$ cat config.mk
export PLATFORM = sky130hd
export DESIGN_NAME = spi_xfer_ctrl
export DESIGN_NICKNAME = d
export VERILOG_FILES = /design/src/rtl/spi_xfer_ctrl.sv
export SDC_FILE = /design/constraint.sdc
export NUM_CORES = 1
export LEC_CHECK = 0
export CORE_UTILIZATION = 50
export CTS_CLUSTER_DIAMETER = 100
export DETAILED_ROUTE_END_ITERATION = 8
export GPL_TIMING_DRIVEN = 0
export PLACE_DENSITY = 0.74
export SLEW_MARGIN = 20
export SYNTH_ARGS = -nofsm -noshare
export SYNTH_HDL_FRONTEND = slang
export SYNTH_SLANG_ARGS = --single-unit
$ cat constraint.sdc
create_clock -name clock -period 2.7 [get_ports clock]
set_input_delay 0.54 -clock clock [delete_from_list [all_inputs] [get_ports clock]]
set_output_delay 0.54 -clock clock [all_outputs]
set_load 0.01 [all_outputs]
$ cat src/rtl/spi_xfer_ctrl.sv
// Byte-stream front end for spi_core: TX/RX FIFOs plus a per-byte launch/capture FSM; rd_data is show-ahead (0 when empty).
// Launch 2 cycles after a write into an idle controller; TX full drops writes (sticky tx_ovf), RX full stalls launches.
module spi_xfer_ctrl #(
    parameter int DEPTH   = 4,
    parameter int D_WIDTH = 8
) (
    input  logic               clock,
    input  logic               reset_n,
    input  logic               wr_en,
    input  logic [D_WIDTH-1:0] wr_data,
    input  logic               rd_en,
    output logic [D_WIDTH-1:0] rd_data,
    output logic               tx_full,
    output logic               tx_empty,
    output logic               rx_full,
    output logic               rx_empty,
    output logic               tx_ovf,
    input  logic               clr_err,
    output logic               active,
    output logic               spi_enable,
    output logic [D_WIDTH-1:0] spi_tx_data,
    input  logic               spi_busy,
    input  logic [D_WIDTH-1:0] spi_rx_data
);
    localparam int AW = $clog2(DEPTH);

    typedef enum logic [2:0] {
        IDLE,
        START,
        WAIT_BUSY,
        WAIT_DONE,
        CAPTURE
    } state_t;

    state_t             state;
    logic [3:0]         wait_cnt;
    logic [D_WIDTH-1:0] rx_hold;
    logic               launch;

    logic [D_WIDTH-1:0] tx_mem [DEPTH];
    logic [AW-1:0]      tx_wptr, tx_rptr;
    logic [AW:0]        tx_cnt;
    logic               tx_push, tx_pop;

    logic [D_WIDTH-1:0] rx_mem [DEPTH];
    logic [AW-1:0]      rx_wptr, rx_rptr;
    logic [AW:0]        rx_cnt;
    logic               rx_push, rx_pop;

    assign tx_full  = (tx_cnt == (AW+1)'(DEPTH));
    assign tx_empty = (tx_cnt == '0);
    assign rx_full  = (rx_cnt == (AW+1)'(DEPTH));
    assign rx_empty = (rx_cnt == '0);

    // Launch only with a free RX slot; one byte in flight at a time, so RX can never overflow.
    assign launch  = (state == IDLE) && !tx_empty && !rx_full;
    assign tx_push = wr_en && !tx_full;
    assign tx_pop  = launch;
    assign rx_push = (state == CAPTURE);
    assign rx_pop  = rd_en && !rx_empty;
    assign rd_data = rx_empty ? '0 : rx_mem[rx_rptr];
    assign active  = (state != IDLE);

    always_ff @(posedge clock) begin
        if (tx_push) tx_mem[tx_wptr] <= wr_data;
        if (rx_push) rx_mem[rx_wptr] <= rx_hold;
    end

    always_ff @(posedge clock) begin
        if (!reset_n) begin
            tx_wptr <= '0;
            tx_rptr <= '0;
            tx_cnt  <= '0;
            rx_wptr <= '0;
            rx_rptr <= '0;
            rx_cnt  <= '0;
        end else begin
            if (tx_push) tx_wptr <= tx_wptr + AW'(1);
            if (tx_pop)  tx_rptr <= tx_rptr + AW'(1);
            tx_cnt <= tx_cnt + {{AW{1'b0}}, tx_push} - {{AW{1'b0}}, tx_pop};
            if (rx_push) rx_wptr <= rx_wptr + AW'(1);
            if (rx_pop)  rx_rptr <= rx_rptr + AW'(1);
            rx_cnt <= rx_cnt + {{AW{1'b0}}, rx_push} - {{AW{1'b0}}, rx_pop};
        end
    end

    // A write against a full FIFO flags overflow even if a pop frees space on the same edge.
    always_ff @(posedge clock) begin
        if (!reset_n)                tx_ovf <= 1'b0;
        else if (wr_en && tx_full)   tx_ovf <= 1'b1;
        else if (clr_err)            tx_ovf <= 1'b0;
    end

    always_ff @(posedge clock) begin
        if (!reset_n) begin
            state       <= IDLE;
            spi_enable  <= 1'b0;
            spi_tx_data <= '0;
            wait_cnt    <= '0;
            rx_hold     <= '0;
        end else begin
            spi_enable <= 1'b0;
            case (state)
                IDLE: begin
                    if (launch) begin
                        state       <= START;
                        spi_enable  <= 1'b1;
                        spi_tx_data <= tx_mem[tx_rptr];
                    end
                end
                START: begin
                    state    <= WAIT_BUSY;
                    wait_cnt <= '0;
                end
                WAIT_BUSY: begin
                    // Give up after 16 cycles without busy; the byte is dropped.
                    if (spi_busy)               state    <= WAIT_DONE;
                    else if (wait_cnt == 4'd15) state    <= IDLE;
                    else                        wait_cnt <= wait_cnt + 4'd1;
                end
                WAIT_DONE: begin
                    if (!spi_busy) begin
                        state   <= CAPTURE;
                        rx_hold <= spi_rx_data;
                    end
                end
                CAPTURE: state <= IDLE;
                default: state <= IDLE;
            endcase
        end
    end
endmodule
==> results of run 1 <==
## flip-flops by register name, summed over array words and instances, names as in the netlist, named ones only
name	cells
rx_wptr	2
tx_rptr	2
rx_mem	32
spi_enable	1
spi_tx_data	8
rx_rptr	2
rx_hold	8
tx_cnt	3
tx_wptr	2
tx_mem	32
rx_cnt	3
state	3
wait_cnt	4
tx_ovf	1
## placed cells by master, fill, tap and decap left out, types with 3 or more instances in the layout
cell type                         synthesis  final
sky130_fd_sc_hd__edfxtp_1                64     64
sky130_fd_sc_hd__clkdlybuf4s50_1          0     41
sky130_fd_sc_hd__dfxtp_1                 41     39
sky130_fd_sc_hd__inv_1                   18     16
sky130_fd_sc_hd__mux4_2                  16     16
sky130_fd_sc_hd__nor2_1                  16     16
sky130_fd_sc_hd__ha_1                    13     13
sky130_fd_sc_hd__and2_1                  11     11
sky130_fd_sc_hd__mux2i_1                 11     11
sky130_fd_sc_hd__nor2b_1                  9      9
sky130_fd_sc_hd__a21oi_1                  9      9
sky130_fd_sc_hd__clkbuf_8                 0      9
sky130_fd_sc_hd__o311a_1                  8      8
sky130_fd_sc_hd__a21o_1                   8      8
sky130_fd_sc_hd__clkbuf_1                 6      6
sky130_fd_sc_hd__and3_1                   5      5
sky130_fd_sc_hd__o21ai_0                  5      5
sky130_fd_sc_hd__nand2b_1                 5      5
sky130_fd_sc_hd__nand2_1                  5      5
sky130_fd_sc_hd__or3_1                    4      4
sky130_fd_sc_hd__buf_6                    1      4
sky130_fd_sc_hd__xnor2_1                  4      4
sky130_fd_sc_hd__xor2_1                   3      3
sky130_fd_sc_hd__nand3_1                  3      3
sky130_fd_sc_hd__inv_6                    0      3
sky130_fd_sc_hd__dlymetal6s2s_1           0      3
## power by group through the flow
stage | clock network (mW) | logic (mW) | registers, mW
after floorplan | 0 | 0.983 | 2.04
after global placement | 0 | 1.51 | 2.03
after detailed placement | 0 | 1.55 | 2.04
after CTS | 0.998 | 1.58 | 2.01
after global routing | 1.05 | 1.72 | 2.04
final | 0.974 | 1.56 | 2.02
## synth_stat cells, drive strengths merged, types with 5 or more instances
| cell type | number | area, um2 |
|---|---|---|
| and2 | 11 | 68.82 |
| inv | 18 | 67.56 |
| nand2 | 5 | 18.77 |
| ha | 13 | 162.7 |
| nand2b | 5 | 31.28 |
| nor2b | 9 | 56.30 |
| mux2i | 11 | 110.1 |
| dfxtp | 41 | 820.8 |
| a21oi | 9 | 45.04 |
| clkbuf | 6 | 22.52 |
| and3 | 5 | 31.28 |
| edfxtp | 64 | 1922 |
| buf | 9 | 53.80 |
| mux4 | 16 | 360.4 |
| a21o | 8 | 60.06 |
| nor2 | 16 | 60.06 |
| o21ai | 5 | 25.02 |
| o311a | 8 | 80.08 |
## layout make-up
class                           count  area [um2]  share of cell area
Sequential cell                   105        2748              0.5333
Multi-Input combinational cell    159        1465              0.2844
Timing Repair Buffer               44       447.9             0.08694
Tap cell                          105       131.4             0.02550
Clock buffer                       10       127.6             0.02477
Buffer                             14       88.84             0.01724
Clock inverter                      6       72.57             0.01408
Inverter                           19       71.32             0.01384
## critical path, cell delays in order (launching register included)
cell                      delay [ns]
sky130_fd_sc_hd__dfxtp_1        0.36
sky130_fd_sc_hd__or3b_2         0.50
sky130_fd_sc_hd__inv_2          0.11
sky130_fd_sc_hd__buf_6          0.15
sky130_fd_sc_hd__nor3_4         0.05
sky130_fd_sc_hd__ha_1           0.28
sky130_fd_sc_hd__inv_1          0.05
sky130_fd_sc_hd__ha_1           0.18
sky130_fd_sc_hd__fa_1           0.38
sky130_fd_sc_hd__xor2_1         0.18
sky130_fd_sc_hd__xnor2_1        0.12
sky130_fd_sc_hd__and2_1         0.15
## worst paths after layout
| path | startpoint | to | slack (ns) |
|---|---|---|---|
| worst max-delay path | rx_cnt[1] | tx_cnt[2] | 0.09 |
| worst min-delay path | rx_hold[7] | rx_mem[3][7] | 0.51 |
| worst max register to register | rx_cnt[1] | tx_cnt[2] | 0.09 |
| worst min register to register | rx_hold[7] | rx_mem[3][7] | 0.51 |
## metrics by stage
stage          worst slack, ns  setup TNS [ns]  cell area (um2)  hold WS [ns]
4_1_cts               0.004617               0             5135        0.5148
2_1_floorplan           0.1140               0             4344        0.4594
6_report               0.08547               0             5152        0.5127
3_3_place_gp          -0.08511        -0.08511             4916        0.4781
5_1_grt               -0.02429        -0.02429             5152        0.5251
3_5_place_dp           -0.1623         -0.1623             4916        0.4952
## metal layers
layer | global-route usage | share of wire
met3 | 0.03828 | 0.034
met1 | 0.2211 | 0.44
met2 | 0.3048 | 0.52
met5 | 0 | 0
met4 | 0.07955 | 0.014
## timing repair
| action | CTS | global route |
|---|---|---|
| resized for setup | 5 | 11 |
| buffers inserted | 0 | 0 |
| pin swaps | 0 | 0 |
| gates cloned | 0 | 0 |
| endpoints found under the setup margin | 11 | 12 |
## cell families (layout without fill, tap and decap cells)
family,Yosys count,after routing,share of synthesized area
AOI/OAI and AO/OA,37,37,0.06077
buffers and inverters,34,93,0.03398
and+or+nand+nor,73,73,0.1048
muxes,27,27,0.1083
xor gates and xnor gates,7,7,0.01411
adders and majority gates,15,15,0.04666
DFF,105,105,0.6313
==> reports/qor.csv, run 1 <==
metric;value;unit
clock_tree_from_tritoncts;yes;
skew;0.008076;ns
first_iter_violations;117;
fillers;631;
netlist_instances;298;
power_frac_seq;0.444;
p_comb_frac;0.342;
synth-warning-count;0;
die-area;9065;um2
grt_max_degree;19;
post_drt_via_cell_ratio;5.394;
power_switching_share;0.3063;
end_kind;flop;
placement.io_buffers;44;
clock_insertion_delay_worst_skew;0.36;ns
leakage;1.944;nW
first_global_vias;2448;
final_cell_count_no_fill;462;
floorplan.rows;33;
grt_first_pass_wirelength;11.87;mm
timing.final.crit_share;0.9683;
layout-area-overhead-vs-synth;18.61;%
gp_congestion;0.7590;
avgSynthCellArea;14.58;um2
htree_num_levels;3;
cts.reportedPaths.clkPinSlew;0.10;ns
max_freq;0.3825;GHz
arrival;2.88;ns
synth-async-reset-ratio;0;
synth-seq-cells;105;
initial_utilization;0.5234;
relative_slew_slack;0.5030;
final_hold_viol_count;0;
netlist-cell-type-count;43;
max-clock-path-buffers;2;
slew_viol_final;0;
cts_hold_buffers;0;
drt_pre_antenna_iters;4;
drt-wirelength-per-cell;15.92;um
final_core_util;0.6208;
net_switching_power;1.394;mW
count_of_max_cap_constraint_violations;0;
design.final.nets;389;
clock-sinks;105;
die_w;95.21;um
detailroute.via_count;2492;
timing_worst_setup_path_type;flop to flop;
cts_root_buf;sky130_fd_sc_hd__clkbuf_8;
timing_worst_slew_pin_value;0.7455;ns
synth.net_count;335;
num_antenna_cells;0;
power_density;883.4;nW/um2
route.detailed.drc;0;
finalWirelength;7.353;mm
final_layout_size_suffix_gt1_frac;0.1429;
grt_remaining_overflow;0;
int_pwr;3.157;mW
hold_depth;0;
grt_setup_unrepaired;true;
cell_area_after_technology_mapping;4344;um2
timing.reg2reg.worst_path_depth;11;
ys_seq_area_frac;0.6313;
io-pin-count;45;
hp-class;flop to flop;
fin_crit;2.615;ns
outcome;finished clean;
synth_ff_type;sky130_fd_sc_hd__edfxtp_1;
total_instance_count_after_detailed_placement;447;
critPathRequiredTime;2.97;ns
grt_antenna_before_repair;0;
edff_count_synth;64;
number_of_nets_with_antenna_violations_after_routing;0;
core_area;8299;um2
cp_max_fo;10;
startpoint_type;flop;
grtUsageTotal;0.1799;
tritoncts.num_buffers;9;
place.detailed.hpwl;5.146;mm
worst_ir_drop_vdd;0.4557;mV
post-layout-total-power;4.551;mW
finalSetupViolations;0;
clock_power_share;0.214;
die_y;95.21;um
Note: power is estimated with default switching activity, not from simulation.
==> run 2: changes to the inputs <==
CORE_UTILIZATION = 51   (was 50)
HOLD_SLACK_MARGIN = 0.08   (was unset)
PLACE_DENSITY = 0.76   (was 0.74)
==> run 2 against run 1 <==
  * Final area increased by 0.29%
  * Largest power group unchanged
  * Register-to-register slack improved by 0.04 ns
  * Clock power hardly changed
  * Fmax is 0.39% higher
  * Critical endpoint is now tx_full
  * Cell count stayed put
  * Combinational power hardly changed
  * Non-clock buffer count did not move
  * Count of clock-buffer cells in the layout down 1
  * Critical path depth is 7 lower
==> reports/qor.csv, run 2 (same netlist as run 1, synthesis figures left out) <==
metric;value;unit;change
grtUsageTotal;0.1807;;+0.0007326
clock_tree_from_tritoncts;yes;;
final_hold_viol_count;0;;unchanged
post-layout-total-power;4.601;mW;+1.1%
io-pin-count;45;;unchanged
drt-wirelength-per-cell;16.03;um;+0.69%
die_w;94.29;um;-0.97%
power_frac_seq;0.441;;-0.003
die-area;8891;um2;-1.9%
fin_crit;2.604;ns;-0.01013 ns
slew_viol_final;0;;unchanged
mostFrequentLayoutCells;64 x sky130_fd_sc_hd__edfxtp_1, 44 x sky130_fd_sc_hd__clkdlybuf4s50_1, 39 x sky130_fd_sc_hd__dfxtp_1;;
fillers;598;;-5.2%
startpoint_type;flop;;
finalWirelength;7.404;mm;+0.69%
max-clock-path-buffers;2;;unchanged
p_comb_frac;0.341;;about the same
crit_chain;or3b_2 -> clkbuf_1 -> inv_1 -> clkdlybuf4s50_1;;
detailroute.wirelength.met2;3.695;mm;-2.6%
cts.reportedPaths.clkPinSlew;0.11;ns;about the same
timing.critical_path.max_delay_family;buffers and inverters;;
largest_registers;rx_mem: 32 flops, tx_mem: 32 flops;;
gp_congestion;0.8017;;+5.6%
post_drt_via_cell_ratio;5.329;;-1.2%
max_freq;0.3840;GHz;+0.39%
critical-path-max-stage-delay;0.56;ns;+0.06 ns
hp-class;flop to flop;;
design.final.nets;389;;unchanged
count_of_max_cap_constraint_violations;0;;unchanged
clock_power_share;0.218;;+0.004
grt_setup_unrepaired;false;;
fin_setup_tns;0;ns;unchanged
grt_max_degree;20;;+1
int_pwr;3.171;mW;+0.44%
outcome;finished clean;;
top_routing_layer_in_use;met4;;
final_layout_size_suffix_gt1_frac;0.1429;;unchanged
grt_first_pass_wirelength;11.72;mm;-1.3%
wl_met3;253;um;+2.0%
initial_utilization;0.5287;;+0.005261
core_area;8217;um2;-1.0%
grt_remaining_overflow;0;;unchanged
layout-area-overhead-vs-synth;18.95;%;
detailroute.via_count;2462;;-1.2%
finalSetupViolations;0;;unchanged
most_common_cell_after_layout_fill_and_taps_aside;sky130_fd_sc_hd__edfxtp_1;;
dpl_cell_area;4916;um2;unchanged
number_of_nets_with_antenna_violations_after_routing;0;;unchanged
timing_worst_slew_pin_value;0.7551;ns;+0.009609 ns
timing_worst_setup_path_type;flop to output pin;;
stdcell_area;5167;um2;+0.29%
arrival;2.06;ns;-0.82 ns
skew;0.01698;ns;+0.008907 ns
first_iter_violations;72;;-38%
worst_hold_slack;0.4966;ns;-0.01615 ns
critPathRequiredTime;2.16;ns;-0.81 ns
power_density;890.3;nW/um2;+0.79%
net_switching_power;1.430;mW;+2.6%
critical_path.n_buffers_inverters;3;;unchanged
cts_setup_buffers;0;;unchanged
tritoncts.num_buffers;9;;unchanged
grt_antenna_before_repair;0;;unchanged
cts_root_buf;sky130_fd_sc_hd__clkbuf_8;;
route.detailed.drc;0;;unchanged
place.detailed.hpwl;5.088;mm;-1.1%
htree_num_levels;3;;unchanged
critPathSlowestCell;sky130_fd_sc_hd__clkdlybuf4s50_1;;
first_global_vias;2409;;-1.6%
drt_pre_antenna_iters;4;;unchanged
end_kind;output pin;;
leakage;1.901;nW;-2.2%
floorplan.rows;33;;unchanged
wl_met1;3.325;mm;+3.7%
clock_insertion_delay_worst_skew;0.37;ns;about the same
die_y;94.29;um;-0.97%
worst_ir_drop_vdd;0.5121;mV;+12%
power_switching_share;0.3108;;+0.004457
clock-sinks;105;;unchanged
cp_max_fo;7;;-3
cts_hold_buffers;0;;unchanged
relative_slew_slack;0.4966;;-0.006406
placement.io_buffers;44;;unchanged
num_antenna_cells;0;;unchanged
timing.final.crit_share;0.9646;;-0.003752
==> run 2: cell count changes in the layout (fill, tap and decap cells not counted), moves of 2 or more <==
cell | previous run | this run
sky130_fd_sc_hd__inv_8 | 0 | 2
sky130_fd_sc_hd__clkdlybuf4s50_1 | 41 | 44
sky130_fd_sc_hd__dlymetal6s2s_1 | 3 | 0
sky130_fd_sc_hd__inv_2 | 2 | 0
==> run 2: timing repair <==
| item | 4_1_cts | 5_1_grt |
|---|---|---|
| pin swaps | 0 | 1 |
| resized for setup | 6 | 9 |
| endpoints found under the setup margin | 11 | 11 |
==> run 2: cell type report <==
cell class,count,area (um2),area share
tap,105,131.4,0.02542
clock buffer,9,123.9,0.02397
buffer,14,88.84,0.01719
inverter,19,73.82,0.01429
sequential,105,2750,0.5322
timing repair buffer,44,440.4,0.08523
multi-input combinational,159,1474,0.2852
clock inverter,7,85.08,0.01646
==> run 2: metrics by stage <==
stage                     utilization  setup WS (ns)  std cells
after floorplan                     -         0.1140        298
after global placement         0.5983        -0.1148        447
after detailed placement       0.5983        -0.1373        447
after CTS                      0.6256        0.02026        463
final                          0.6289        0.09561        462
after global routing           0.6289        0.01078        462
==> run 2: power groups by stage <==
stage	clock network [mW]	registers (mW)	logic, mW
final	1.00	2.03	1.57
after global routing	1.09	2.05	1.72
after CTS	1.03	2.01	1.57
after detailed placement	0	2.05	1.54
after global placement	0	2.03	1.51
after floorplan	0	2.04	0.983
==> run 2: worst paths after layout <==
kind | to | depth (start not counted) | slack (ns) | startpoint
min reg2reg | rx_mem[0][5] | 0 | 0.50 | rx_hold[5]
max reg2reg | tx_cnt[2] | 11 | 0.13 | tx_cnt[2]
min | rx_mem[0][5] | 0 | 0.50 | rx_hold[5]
max | tx_full | 4 | 0.1 | tx_cnt[1]
==> run 2: routing by layer <==
layer,vias up,track usage
met5,-,0
met4,0,0.06667
met3,11,0.04693
met2,44,0.2977
met1,1199,0.2288
li1,1208,-
==> run 3: changes to the inputs <==
TNS_END_PERCENT = 10   (was unset)
==> run 3 against run 2 <==
  * Critical path depth unchanged
  * Fmax fell by 0.28%
  * Worst setup slack worse by 0.0073 ns
  * Highest routed layer unchanged
  * Die area unchanged
  * Final area is 0.17% lower
  * Global-route usage did not move
  * Sequential share of layout area is essentially flat
  * Sequential cell count stayed put
  * Non-clock buffer count unchanged
==> reports/qor.csv, run 3 (same netlist as run 1, synthesis figures left out) <==
metric;value;unit;change
timing_worst_slew_pin_value;0.7600;ns;+0.004846 ns
grt_max_degree;20;;unchanged
fin_crit;2.612;ns;+0.007285 ns
design.final.nets;389;;unchanged
end_kind;output pin;;
net_switching_power;1.423;mW;-0.46%
num_antenna_cells;0;;unchanged
htree_num_levels;3;;unchanged
critPathRequiredTime;2.16;ns;about the same
relative_slew_slack;0.4933;;-0.003231
critPathSlowestCell;sky130_fd_sc_hd__clkdlybuf4s50_1;;
power_frac_seq;0.441;;about the same
skew;0.01697;ns;-0.00001320 ns
cp_max_fo;7;;unchanged
clock_tree_from_tritoncts;yes;;
grt_remaining_overflow;0;;unchanged
critical_path.n_buffers_inverters;3;;unchanged
cts_root_buf;sky130_fd_sc_hd__clkbuf_8;;
post_drt_via_cell_ratio;5.357;;+0.53%
finalSetupViolations;0;;unchanged
detailedPlace.worstSlack;-0.1373;ns;unchanged
final_hold_viol_count;0;;unchanged
io-pin-count;45;;unchanged
grt_first_pass_wirelength;11.72;mm;unchanged
stdcell_area;5159;um2;-0.17%
finalWirelength;7.365;mm;-0.53%
hp-class;flop to flop;;
grt_setup_unrepaired;true;;
tritoncts.num_buffers;9;;unchanged
die_y;94.29;um;unchanged
crit_chain;or3b_2 -> clkbuf_1 -> inv_1 -> clkdlybuf4s50_1;;
int_pwr;3.173;mW;about the same
post-layout-total-power;4.596;mW;-0.10%
count_of_max_cap_constraint_violations;0;;unchanged
drt_pre_antenna_iters;4;;unchanged
first_iter_violations;66;;-8.3%
clock_power_share;0.218;;about the same
startpoint_type;flop;;
outcome;finished clean;;
post-route-worst-setup-slack;0.08832;ns;-0.007285 ns
arrival;2.07;ns;about the same
fillers;598;;unchanged
floorplan.rows;33;;unchanged
mostFrequentLayoutCells;64 x sky130_fd_sc_hd__edfxtp_1, 44 x sky130_fd_sc_hd__clkdlybuf4s50_1, 39 x sky130_fd_sc_hd__dfxtp_1;;
grtUsageTotal;0.1807;;unchanged
placement.io_buffers;44;;unchanged
layout-area-overhead-vs-synth;18.75;%;
die-area;8891;um2;unchanged
first_global_vias;2409;;unchanged
leakage;1.902;nW;about the same
detailroute.via_count;2475;;+0.53%
drt-wirelength-per-cell;15.94;um;-0.53%
timing_worst_setup_path_type;flop to output pin;;
cts.reportedPaths.clkPinSlew;0.11;ns;about the same
largest_registers;rx_mem: 32 flops, tx_mem: 32 flops;;
max-clock-path-buffers;2;;unchanged
final_core_util;0.6278;;-0.001066
timing.critical_path.max_delay_family;buffers and inverters;;
final_layout_size_suffix_gt1_frac;0.1429;;unchanged
critical-path-max-stage-delay;0.56;ns;about the same
dpl_cell_area;4916;um2;unchanged
max_freq;0.3829;GHz;-0.28%
route.detailed.drc;0;;unchanged
power_density;890.9;nW/um2;about the same
timing.final.crit_share;0.9673;;+0.002698
p_comb_frac;0.341;;about the same
power_switching_share;0.3097;;-0.001115
most_common_cell_after_layout_fill_and_taps_aside;sky130_fd_sc_hd__edfxtp_1;;
clock_insertion_delay_worst_skew;0.37;ns;about the same
worst_ir_drop_vdd;0.5124;mV;about the same
gp_congestion;0.8017;;unchanged
place.detailed.hpwl;5.088;mm;unchanged
slew_viol_final;0;;unchanged
grt_antenna_before_repair;0;;unchanged
die_w;94.29;um;unchanged
initial_utilization;0.5287;;unchanged
core_area;8217;um2;unchanged
clock-sinks;105;;unchanged
number_of_nets_with_antenna_violations_after_routing;0;;unchanged
-- run 3: cell count changes in the layout (fill, tap and decap cells not counted) --
| cell | before | now |
|---|---|---|
| sky130_fd_sc_hd__dfxtp_2 | 0 | 1 |
| sky130_fd_sc_hd__nor3b_4 | 1 | 0 |
| sky130_fd_sc_hd__nor3b_2 | 0 | 1 |
| sky130_fd_sc_hd__dfxtp_4 | 2 | 1 |
-- run 3: metrics by stage --
stage                     setup TNS (ns)  hold slack, ns  cells
after global routing           -0.007631          0.5157    462
after global placement           -0.1148          0.4805    447
final                                  0          0.4959    462
after CTS                       -0.01776          0.5124    463
after detailed placement         -0.1373          0.4954    447
after floorplan                        0          0.4594    298
-- run 3: per-layer routing --
| layer | vias to the layer above | share of wire | global-route usage |
|---|---|---|---|
| li1 | 1210 | - | - |
| met1 | 1208 | 0.44 | 0.2288 |
| met2 | 46 | 0.50 | 0.2977 |
| met3 | 11 | 0.037 | 0.04693 |
| met4 | 0 | 0.018 | 0.06667 |
| met5 | - | 0 | 0 |
-- run 3: repair_timing --
item | 4_1_cts | 5_1_grt
resized for setup | 4 | 10
hold endpoints to repair | 0 | 0
setup endpoints to repair | 11 | 12
hold buffers | 0 | 0
setup buffers | 0 | 0
-- run 3: final timing paths --
check	startpoint	to	slack, ns	depth (start not counted)
max	tx_cnt[1]	tx_full	0.09	4
min reg2reg	rx_hold[5]	rx_mem[0][5]	0.50	0
max reg2reg	state[2]	tx_cnt[2]	0.11	11
min	rx_hold[5]	rx_mem[0][5]	0.50	0
-- run 3: final cells by class --
class | count | area (um2) | area share
Timing Repair Buffer | 44 | 440.4 | 0.08537
Tap cell | 105 | 131.4 | 0.02547
Multi-Input combinational cell | 159 | 1468 | 0.2845
Sequential cell | 105 | 2748 | 0.5326
Clock inverter | 7 | 85.08 | 0.01649
Clock buffer | 9 | 123.9 | 0.02401
Buffer | 14 | 88.84 | 0.01722
Inverter | 19 | 73.82 | 0.01431
-- run 3: power groups by stage --
stage          Sequential, mW  Clock, mW  Combinational (mW)
2_1_floorplan            2.04          0               0.983
3_3_place_gp             2.03          0                1.51
3_5_place_dp             2.05          0                1.54
4_1_cts                  2.01       1.03                1.56
5_1_grt                  2.05       1.09                1.72
6_report                 2.03       1.00                1.57
